==> config.mk <==
export PLATFORM = sky130hd
export DESIGN_NAME = mc_ctrl_fsm
export DESIGN_NICKNAME = d
export VERILOG_FILES = /design/src/rtl/mc_ctrl_fsm.sv
export SDC_FILE = /design/constraint.sdc
export NUM_CORES = 1
export LEC_CHECK = 0
export ABC_AREA = 1
export BUFFER_PORTS_ARGS = -buffer_cell sky130_fd_sc_hd__buf_2
export CORE_ASPECT_RATIO = 1.75
export CORE_UTILIZATION = 47
export DETAILED_ROUTE_END_ITERATION = 8
export PLACE_DENSITY = 0.76
export SLEW_MARGIN = 20
export SYNTH_ARGS = -nofsm -noshare
export SYNTH_HDL_FRONTEND = slang
export SYNTH_SLANG_ARGS = --single-unit
==> constraint.sdc <==
create_clock -name clk -period 1.8 [get_ports clk]
set_input_delay 0.27 -clock clk [delete_from_list [all_inputs] [get_ports clk]]
set_output_delay 0.27 -clock clk [all_outputs]
set_load 0.01 [all_outputs]
==> src/rtl/mc_ctrl_fsm.sv <==
// Multi-cycle MIPS-subset control FSM: sequences fetch/decode/execute/memory/writeback one instruction at a time.
// 3-5 cycles per instruction with mem_ready high; memory states hold their strobes until mem_ready or timeout.
module mc_ctrl_fsm #(
    parameter int TIMEOUT = 255,
    parameter int CNT_W   = 32
) (
    input  logic             clk,
    input  logic             rst,
    input  logic [31:0]      ir_data,
    input  logic             zero,
    input  logic             mem_ready,
    output logic             write_pc,
    output logic [1:0]       pcsource,
    output logic             iord,
    output logic             mem_read,
    output logic             mem_write,
    output logic             write_ir,
    output logic             regdst,
    output logic             memtoreg,
    output logic             write_reg,
    output logic             alusrca,
    output logic [1:0]       alusrcb,
    output logic [2:0]       alu_ctrl,
    output logic [3:0]       state,
    output logic             insn_done,
    output logic             halt,
    output logic [CNT_W-1:0] insn_cnt
);

    typedef enum logic [3:0] {
        S_IF   = 4'd0,
        S_ID   = 4'd1,
        S_EXR  = 4'd2,
        S_WBR  = 4'd3,
        S_MADR = 4'd4,
        S_MRD  = 4'd5,
        S_MWB  = 4'd6,
        S_MWR  = 4'd7,
        S_BR   = 4'd8,
        S_EXI  = 4'd9,
        S_WBI  = 4'd10,
        S_JMP  = 4'd11,
        S_HALT = 4'd15
    } state_t;

    localparam logic [2:0] ALU_AND = 3'b000;
    localparam logic [2:0] ALU_OR  = 3'b001;
    localparam logic [2:0] ALU_ADD = 3'b010;
    localparam logic [2:0] ALU_SUB = 3'b110;
    localparam logic [2:0] ALU_SLT = 3'b111;

    localparam int WAIT_W = (TIMEOUT > 1) ? $clog2(TIMEOUT) : 1;
    localparam logic [WAIT_W-1:0] WAIT_LAST = WAIT_W'(TIMEOUT - 1);

    state_t            state_q;
    state_t            state_nxt;
    logic [WAIT_W-1:0] wait_cnt;
    logic              wait_expire;
    logic              in_wait_state;
    logic [5:0]        op;
    logic [5:0]        funct;
    logic              unused_ir_bits;

    assign op             = ir_data[31:26];
    assign funct          = ir_data[5:0];
    assign unused_ir_bits = ^ir_data[25:6];

    // The last permitted wait cycle still completes if mem_ready arrives in it.
    assign wait_expire   = (TIMEOUT != 0) && (wait_cnt == WAIT_LAST) && !mem_ready;
    assign in_wait_state = (state_q == S_IF) || (state_q == S_MRD) || (state_q == S_MWR);

    always_ff @(posedge clk or posedge rst) begin
        if (rst) begin
            state_q  <= S_IF;
            wait_cnt <= '0;
            insn_cnt <= '0;
        end else begin
            state_q <= state_nxt;
            if (in_wait_state && (state_nxt == state_q))
                wait_cnt <= wait_cnt + 1'b1;
            else
                wait_cnt <= '0;
            if (insn_done)
                insn_cnt <= insn_cnt + CNT_W'(1);
        end
    end

    always_comb begin
        state_nxt = state_q;
        write_pc  = 1'b0;
        pcsource  = 2'b00;
        iord      = 1'b0;
        mem_read  = 1'b0;
        mem_write = 1'b0;
        write_ir  = 1'b0;
        regdst    = 1'b0;
        memtoreg  = 1'b0;
        write_reg = 1'b0;
        alusrca   = 1'b0;
        alusrcb   = 2'b00;
        alu_ctrl  = ALU_AND;
        insn_done = 1'b0;

        case (state_q)
            S_IF: begin
                mem_read = 1'b1;
                alusrcb  = 2'b01;
                alu_ctrl = ALU_ADD;
                if (mem_ready) begin
                    write_ir  = 1'b1;
                    write_pc  = 1'b1;
                    state_nxt = S_ID;
                end else if (wait_expire) begin
                    state_nxt = S_HALT;
                end
            end
            S_ID: begin
                alusrcb  = 2'b11;
                alu_ctrl = ALU_ADD;
                case (op)
                    6'h00:                      state_nxt = S_EXR;
                    6'h23, 6'h2B:               state_nxt = S_MADR;
                    6'h04, 6'h05:               state_nxt = S_BR;
                    6'h08, 6'h0A, 6'h0C, 6'h0D: state_nxt = S_EXI;
                    6'h02:                      state_nxt = S_JMP;
                    default:                    state_nxt = S_HALT;
                endcase
            end
            S_EXR: begin
                alusrca   = 1'b1;
                state_nxt = S_WBR;
                case (funct)
                    6'h20:   alu_ctrl = ALU_ADD;
                    6'h22:   alu_ctrl = ALU_SUB;
                    6'h24:   alu_ctrl = ALU_AND;
                    6'h25:   alu_ctrl = ALU_OR;
                    6'h2A:   alu_ctrl = ALU_SLT;
                    default: state_nxt = S_HALT;
                endcase
            end
            S_WBR: begin
                regdst    = 1'b1;
                write_reg = 1'b1;
                insn_done = 1'b1;
                state_nxt = S_IF;
            end
            S_MADR: begin
                alusrca  = 1'b1;
                alusrcb  = 2'b10;
                alu_ctrl = ALU_ADD;
                case (op)
                    6'h23:   state_nxt = S_MRD;
                    6'h2B:   state_nxt = S_MWR;
                    default: state_nxt = S_HALT;
                endcase
            end
            S_MRD: begin
                iord     = 1'b1;
                mem_read = 1'b1;
                if (mem_ready)
                    state_nxt = S_MWB;
                else if (wait_expire)
                    state_nxt = S_HALT;
            end
            S_MWB: begin
                memtoreg  = 1'b1;
                write_reg = 1'b1;
                insn_done = 1'b1;
                state_nxt = S_IF;
            end
            S_MWR: begin
                iord      = 1'b1;
                mem_write = 1'b1;
                if (mem_ready) begin
                    insn_done = 1'b1;
                    state_nxt = S_IF;
                end else if (wait_expire) begin
                    state_nxt = S_HALT;
                end
            end
            S_BR: begin
                alusrca   = 1'b1;
                alu_ctrl  = ALU_SUB;
                pcsource  = 2'b01;
                write_pc  = (op == 6'h04) ? zero : !zero;
                insn_done = 1'b1;
                state_nxt = S_IF;
            end
            S_EXI: begin
                alusrca   = 1'b1;
                alusrcb   = 2'b10;
                state_nxt = S_WBI;
                case (op)
                    6'h0A:   alu_ctrl = ALU_SLT;
                    6'h0C:   alu_ctrl = ALU_AND;
                    6'h0D:   alu_ctrl = ALU_OR;
                    default: alu_ctrl = ALU_ADD;
                endcase
            end
            S_WBI: begin
                write_reg = 1'b1;
                insn_done = 1'b1;
                state_nxt = S_IF;
            end
            S_JMP: begin
                write_pc  = 1'b1;
                pcsource  = 2'b10;
                insn_done = 1'b1;
                state_nxt = S_IF;
            end
            S_HALT: state_nxt = S_HALT;
            default: state_nxt = S_HALT;
        endcase

        // Reset forces every strobe and select low without waiting for a clock edge.
        if (rst) begin
            write_pc  = 1'b0;
            pcsource  = 2'b00;
            iord      = 1'b0;
            mem_read  = 1'b0;
            mem_write = 1'b0;
            write_ir  = 1'b0;
            regdst    = 1'b0;
            memtoreg  = 1'b0;
            write_reg = 1'b0;
            alusrca   = 1'b0;
            alusrcb   = 2'b00;
            alu_ctrl  = ALU_AND;
            insn_done = 1'b0;
        end
    end

    assign state = state_q;
    assign halt  = (state_q == S_HALT);

endmodule

Word level (Yosys, flattened, before mapping)
Index checks and enable logic that the tools add are counted.

word-level totals
  flip-flop bits (word level) = 44
  bits in latches = 0
  input bits = 36
  output and inout bits = 54
  RAM bits = 0
  logic and storage cells = 91
  memory bits (read-only) = 0
  memories kept = 0

operators by class
  $mul = 0
  div/mod/pow operators = 0
  reductions and logical operators = 19
  muxes and demuxes = 39
  equal/unequal tests = 28
  shift-type cells = 0
  add/subtract/negate cells = 2
  $lt $le $gt $ge = 0
  bitwise gates (word level) = 0

operators with widths
  operator                 count
  $eq A6 B6 Y1 const B     7
  $add A32 B1 Y32 const B  1
  $pmux W4 S8              1
  $eq A6 B4 Y1 const B     4
  $pmux W3 S4              2
  $eq A4 B4 Y1 const B     5
  $mux W1                  20
  $mux W4                  5
  $pmux W4 S5              1
  $eq A4 B3 Y1 const B     4
  $eq A6 B3 Y1 const B     2
  $reduce_or A2 Y1         5
  $reduce_or A5 Y1         2
  $pmux W3 S3              1
  $add A8 B1 Y8 const B    1
  $eq A4 B2 Y1 const B     2
  $eq A8 B8 Y1 const B     1
  $mux W8                  1
  $pmux W4 S2              1
  $reduce_or A4 Y1         2
  $eq A6 B2 Y1 const B     1
  $logic_not A6 Y1         1
  $pmux W2 S3              1
  $reduce_or A3 Y1         2
  other kinds (11)         15

Logic depth before layout (Yosys ltp)
Gate-level depths: netlist of the first run.

  word-level depth = 8
  mapped depth = 13
  depth with buffers taken out = 13

Least setup slack after synthesis of the first run
OpenSTA, ideal clock, no wires.

  path kind = input-to-reg
  start = input port rst
  end = register insn_cnt[9]
  data required time = 1.677 ns
  path buffers = 0
  stages = 5
  arrival = 1.924 ns
  setup slack = -0.247 ns
  library setup time = 0.123 ns
  path through = inv_1 -> nand2_1 -> nor2_1 -> nand3_1 -> xor2_1

between the ends
  longest elaborated chain between the ends = 1

RTL lines
  element               RTL line  RTL
  start, declared       8         input logic rst,
  $mux W1               216       if (rst) begin
  end signal, assigned  84        insn_cnt <= insn_cnt + CNT_W'(1);
  end, declared         27        output logic [CNT_W-1:0] insn_cnt

Every way passes these cells.
A chain may end at the register's enable or synchronous reset.

Final worst setup path of the first run
  start = register state_q[3] (netlist: state[3])
  end = output port insn_done

between the ends
  longest elaborated chain between the ends = 4
  elaborated cells between the ends (all ways) = 9
  those cells by class = eq/ne: 6; mux: 2; reduce/logical: 1

RTL lines
  element                               RTL line  RTL
  start, declared                       55        state_t state_q;
  start signal, assigned                78        state_q <= state_nxt;
  $eq A4 B4 Y1 (tied with other cells)  104       case (state_q)
  $reduce_or A5 Y1 (no line)            --
  $pmux W1 S2 *                         104
  $mux W1 *                             216
  end, declared                         25        output logic insn_done,

Every way passes the cells marked *; elsewhere a longest branch is shown, timed or not.

==> impl_metrics.toml, run 1 <==
[floorplanning]
core-area_um2 = 6280
dieArea_um2 = 6950
die-width_um = 63.4
floorplan.initialDensity_pct = 49.5
rows = 38
io-pin-count = 90
die_h_um = 110

[power_and_ir_drop]
p_leak_nw = 2.22
ir_drop_v = 0.00115
power_density_nw_per_um2 = 1260

[setup_path]
cp-end-kind = "primary output"
critPathMaxStageDelay_ns = 0.45
crit_arrival_ns = 1.70
cp_slowest_cell = "dfrtp_2"
critPathLaunchType = "flip-flop"
crit_path_frequent_cell = "nor2_4"
path_cells = "inv_4, nor2_4, nand2_1, nand2_2, nor2_4, o21ai_4, buf_6, buf_2"
criticalPathCategory = "reg -> out"
rrSetupSlack_ns = -0.05
crit_path_max_fanout = 5
critPathRequiredTime_ns = 1.53

[timing]
whs_ns = 0.327
finalSetupViolations = 18
worst_slew_pin_slew_ns = 0.445
tns_ns = -0.988
hold_violations = 0
rsz0062_at_grt = "true"
final.setup_skew_ns = 0.00786
worst_slack_ns = -0.166
fmax_mhz = 509
slew_headroom_pct = 70.1
period_share_pct = 109
finalCriticalPeriod_ns = 1.97
finalMaxSlewViolations = 0

[global_routing]
grtUsageTotal_pct = 27.4
grt_pass1_wl_um = 14700
grt_pass1_vias = 3471
antenna_found_initial = 0
grt-ovfl-total = 0
grt_max_degree = 35

[clocking]
cts-root-buf = "clkbuf_8"
cts-buffers-inserted = 5
htreeDepth = 2
clkTransAtPathRegs_ns = 0.08
cts_tree = "done"
clockBufferDepth = 2
ctsHoldBuffers = 0
insertion_delay_ns = 0.31
cts_num_sinks = 44

[synthesis]
synth_compound_gate_area_share_pct = 5.28
syn_area_per_cell_um2 = 6.69
synth_seq_cells = 44
syn_nets = 503
syn_area_um2 = 3100
synth_top_family_by_area = "simple AND/OR/NAND/NOR gates"
yosysTopAreaCellShare_pct = 35.5
yosysUniqueCellTypes = 29
ys_top_cells_by_area = "dfrtp_1 (35%), nand2_1 (16%), nor2_1 (8.3%), xor2_1 (7.6%), inv_1 (7.3%)"
synth-simple-area-share_pct = 39.2
synth-adder-area-share_pct = 1.21
muxShareOfSynthArea_pct = 0
synth_top_area_cell = "dfrtp_1"
ys_warn_count = 0
yosysSeqAreaShare_pct = 35.5
syn_inst = 464
synthXorXnorAreaFrac_pct = 10.2

[drt]
wl_um = 9500
wire_per_inst_um = 14.2
num_vias = 3526
via_per_inst = 5.29
first_pass_iters = 4
ant_nets = 0
drc = 0
detailedRoute.firstIterationViolations = 196

[flow_run]
maxCapViolations = 0

[placement]
dpl.hpwl_um = 7010
io_buffers = 69
dp_slack_ns = -0.0179
placedInstanceArea_um2 = 3770
gp_congestion = 0.961
dp_cells = 640

[layout]
antenna_cells = 0
stdcell_count = 667
area_growth_pct = 38.3
fin_area_um2 = 4290
final_layout_size_suffix_gt1_share_pct = 33.7
nets = 625

[status]
violations = "negative setup slack"
status = "complete, but fails checks"

[worst_hold_path]
hold_path_class = "in -> async"
-- cells by family after synthesis --
family | Yosys count
AOI/OAI and AO/OA | 28
buffers and inverters | 69
DFF | 44
adders and majority gates | 3
and+or+nand+nor | 284
xor gates and xnor gates | 36
-- worst max-delay path, delay by kind of cell, from the launching register on --
| kind | cells | cell delay (ns) |
|---|---|---|
| buffers and inverters | 3 | 0.32 |
| and+or+nand+nor | 4 | 0.47 |
| AOI/OAI and AO/OA | 1 | 0.16 |
| DFF | 1 | 0.45 |
-- layer usage --
layer	global-route usage [%]	vias up	part of all wire, %
met1	25.2	1661	34
met2	53.7	130	57
met3	3.53	33	3.5
met5	0	-	0
li1	-	1702	-
met4	19.6	0	5.4
-- stage by stage --
stage / util [%] / total power [mW]
final: 68.4 / 5.43
after CTS: 63.7 / 4.79
after floorplan: - / 2.82
after global routing: 68.4 / 5.76
after detailed placement: 60.0 / 3.76
after global placement: 60.0 / 3.73
-- synthesized netlist by cell type --
cell       number
nand2_1       136
nor2_1         69
inv_1          60
dfrtp_1        44
nand3_1        29
xor2_1         27
nor3_1         22
nand4_1        14
o21ai_0        13
xnor2_1         9
a21oi_1         8
nor2_2          6
buf_2           3
ha_1            3
inv_2           3
a31oi_1         2
buf_4           2
nand2_2         2
nand3_2         2
and2_1          1
clkbuf_1        1
nor2_4          1
nor3_2          1
nor4_1          1
o2111ai_1       1
o211ai_1        1
o21ai_1         1
o21ai_4         1
o31a_1          1
-- worst paths after layout --
check | startpoint | to | depth (start not counted)
max | state[3]$_DFF_PP0_ | insn_done | 8
min | rst | insn_cnt[9]$_DFFE_PP0P_ | 4
max reg2reg | state[2]$_DFF_PP0_ | wait_cnt[6]$_DFF_PP0_ | 13
min reg2reg | insn_cnt[31]$_DFFE_PP0P_ | insn_cnt[31]$_DFFE_PP0P_ | 2
max in group asynchronous | rst | state[0]$_DFF_PP0_ | 4
min in group clk | mem_ready | state[0]$_DFF_PP0_ | 4
-- registers in the layout, indices dropped and copies added, names as in the netlist --
name / cells
insn_cnt: 32
wait_cnt: 8
state: 4
-- final cells by class --
class | instances | area [µm²]
sequential | 44 | 1110
inverter | 63 | 245
fill | 522 | 1980
timing repair buffer | 121 | 771
multi-input combinational | 351 | 1960
clock inverter | 2 | 35.0
tap | 80 | 100
clock buffer | 6 | 72.6
-- layout by cell type (no fill, tap or decap), types with 3 or more instances in the layout --
master,Yosys,final
buf_4,2,46
inv_1,60,54
nor2_1,69,54
a21oi_2,0,3
dfrtp_1,44,40
nand2_4,0,3
buf_6,0,8
nand4_1,14,14
nor3_2,1,6
o21ai_0,13,10
buf_2,3,67
nand2_1,136,121
nand3_1,29,27
clkbuf_8,0,5
nor2_2,6,11
dfrtp_2,0,4
xor2_1,27,27
xnor2_1,9,9
o21ai_1,1,3
nor2_4,1,11
a21oi_1,8,5
inv_2,3,6
nand2_2,2,14
nor3_1,22,17
-- report_power, final --
group	internal [mW]	leakage (nW)	switching (mW)	total (mW)
Sequential	1.19	0.557	0.271	1.46
Clock	0.412	0.0552	0.349	0.761
Combinational	1.36	1.61	1.85	3.21
-- timing repair --
action	4_1_cts	5_1_grt
pin swaps	6	14
cloned	0	0
gates resized for setup	25	57
endpoints found under the setup margin	19	44
setup buffers	8	11
Power figures use the tool's default switching activity.
==> run 2: changes to the inputs <==
--- a/config.mk
+++ b/config.mk
@@ -8,9 +8,8 @@
 export ABC_AREA = 1
 export BUFFER_PORTS_ARGS = -buffer_cell sky130_fd_sc_hd__buf_2
 export CORE_ASPECT_RATIO = 1.75
-export CORE_UTILIZATION = 47
+export CORE_UTILIZATION = 30
 export DETAILED_ROUTE_END_ITERATION = 8
-export PLACE_DENSITY = 0.76
 export SLEW_MARGIN = 20
 export SYNTH_ARGS = -nofsm -noshare
 export SYNTH_HDL_FRONTEND = slang
==> run 2 against run 1 <==
Effect of this change:
- the flow still finishes with violations (negative setup slack)
- hold slack improved by 0.080 ns
- sequential share of layout area decreased by 1.2 points
- clock skew decreased by 0.0015 ns
- final area increased by 4.9%
- global-route usage decreased by 7.8 points
- clock power increased by 41%
- setup slack improved by 0.024 ns
- sequential power about the same
- combinational power increased by 5%
- sequential cell count unchanged
- power increased by 8.8%
- non-clock buffer count increased by 6
==> impl_metrics.toml, run 2 (same netlist as run 1, synthesis figures left out) <==
[power_and_ir_drop]
pwr-share-comb_pct = 57.2
power_density_nw_per_um2 = 1310
p_sw_mw = 2.59
seqPwrFrac_pct = 24.7
ir_drop_v = 0.000775
p_int_mw = 3.31
switching_share_pct = 43.9
p_leak_nw = 2.30
pwr-share-clk_pct = 18.1

[timing]
worst_slack_ns = -0.142
rsz0062_at_grt = "true"
fmax_mhz = 515
final.setup_skew_ns = 0.00638
period_share_pct = 108
worst_slew_pin_slew_ns = 0.588
slew_headroom_pct = 60.8
hold_violations = 0
finalCriticalPeriod_ns = 1.94
whs_ns = 0.408
finalMaxSlewViolations = 0
finalSetupViolations = 18

[floorplanning]
die-width_um = 78.9
dieArea_um2 = 10800
floorplan.initialDensity_pct = 31.1
core-area_um2 = 9970
rows = 48
io-pin-count = 90
die_h_um = 137

[clocking]
cts_tree = "done"
cts-root-buf = "clkbuf_16"
cts-buffers-inserted = 5
cts_num_sinks = 44
clkTransAtPathRegs_ns = 0.07
insertion_delay_ns = 0.29
htreeDepth = 2
ctsHoldBuffers = 0
clockBufferDepth = 2

[global_routing]
grt-ovfl-total = 0
antenna_found_initial = 0
grt_max_degree = 45
grtUsageTotal_pct = 19.6
grt_pass1_wl_um = 16300
grt_pass1_vias = 3530

[setup_path]
rrSetupSlack_ns = -0.04
rr_worst_depth = 12
rr_startpoint = "state[1]$_DFF_PP0_"
criticalPathCategory = "reg -> out"
critPathLaunchType = "flip-flop"
crit_path_max_fanout = 6
crit_arrival_ns = 1.67
cp-end-kind = "primary output"
critPathRequiredTime_ns = 1.53
timing.rr.end = "wait_cnt[4]$_DFF_PP0_"

[drt]
detailedRoute.firstIterationViolations = 174
drc = 0
wl_um = 10200
wire_per_inst_um = 14.3
num_vias = 3518
via_per_inst = 4.90
first_pass_iters = 4
ant_nets = 0

[placement]
dpl.hpwl_um = 7810
placedInstanceArea_um2 = 3880
gp_congestion = 0.866
io_buffers = 69

[status]
violations = "negative setup slack"
status = "complete, but fails checks"

[worst_hold_path]
hold_path_class = "in -> async"

[layout]
fin_util_pct = 45.2
layout_common_cells = "nand2_1 (120), buf_2 (68), nor2_1 (54), inv_1 (54), buf_4 (49)"
largest_register_ffs = 32
top_register = "insn_cnt"
nets = 631
final_layout_size_suffix_gt1_share_pct = 35.9
antenna_cells = 0
area_growth_pct = 45.1
fin_area_um2 = 4500
mostFrequentLayoutCell = "nand2_1"

[flow_run]
maxCapViolations = 0
run 2: cell count changes in the layout (fill, tap and decap cells not counted), moves of 3 or more:
| cell | before | now |
|---|---|---|
| nand3_2 | 2 | 5 |
| clkbuf_8 | 5 | 0 |
| nand3_1 | 27 | 24 |
| a21oi_1 | 5 | 2 |
| a21oi_2 | 3 | 6 |
| clkbuf_16 | 0 | 5 |
| buf_4 | 46 | 49 |
run 2: layout make-up:
| type | instances | area, µm² |
|---|---|---|
| fill | 1059 | 5470 |
| multi-input combinational | 351 | 1990 |
| sequential | 44 | 1110 |
| timing repair buffer | 127 | 830 |
| inverter | 63 | 250 |
| tap | 125 | 156 |
| clock buffer | 5 | 125 |
| clock inverter | 3 | 46.3 |
run 2: repair_timing:
| action | CTS | global route |
|---|---|---|
| setup endpoints to repair | 17 | 44 |
| pin swaps | 7 | 19 |
| resized for setup | 34 | 59 |
| setup buffers | 8 | 10 |
run 2: metal layers:
metal	track usage, %	up-vias	routed length (µm)
met5	0	-	0
met4	10.5	0	563
met3	2.07	34	389
met2	39.3	113	5690
met1	18.9	1650	3610
li1	-	1721	-
run 2: power by group through the flow:
| stage | combinational, mW | clock (mW) | sequential [mW] |
|---|---|---|---|
| finish | 3.38 | 1.07 | 1.46 |
| global placement | 2.47 | 0 | 1.41 |
| floorplan | 1.34 | 0 | 1.48 |
| detailed placement | 2.49 | 0 | 1.41 |
| global route | 3.70 | 1.12 | 1.48 |
| CTS | 2.77 | 1.09 | 1.45 |
run 2: critical path: stages, from the launching register on:
cell      delay [ns]
dfrtp_2         0.50
inv_2           0.08
nor2_4          0.18
nand2_4         0.09
buf_12          0.14
clkinv_4        0.04
nand3_2         0.06
nand2_2         0.08
o21ai_2         0.05
inv_1           0.05
buf_2           0.12
run 2: worst max path at each step:
stage / startpoint / to / slack (ns) / cells after the start
floorplan: insn_cnt[0]$_DFFE_PP0P_ / insn_cnt[30]$_DFFE_PP0P_ / 0.09 / 11
global placement: state[3]$_DFF_PP0_ / wait_cnt[0]$_DFF_PP0_ / -0.06 / 12
detailed placement: state[3]$_DFF_PP0_ / wait_cnt[2]$_DFF_PP0_ / -0.09 / 12
CTS: state[3]$_DFF_PP0_ / write_pc / -0.13 / 8
global route: state[1]$_DFF_PP0_ / alu_ctrl[2] / -0.21 / 10
finish: state[1]$_DFF_PP0_ / alu_ctrl[2] / -0.14 / 10
run 2: per-stage QoR:
step           total power [mW]  worst slack (ns)  instances  TNS [ns]
5_1_grt                    6.30            -0.214        718     -3.27
6_report                   5.91            -0.142        718    -0.999
2_1_floorplan              2.82            0.0931        464         0
4_1_cts                    5.30            -0.133        708    -0.536
3_5_place_dp               3.90           -0.0864        692    -0.718
3_3_place_gp               3.88           -0.0629        692    -0.482
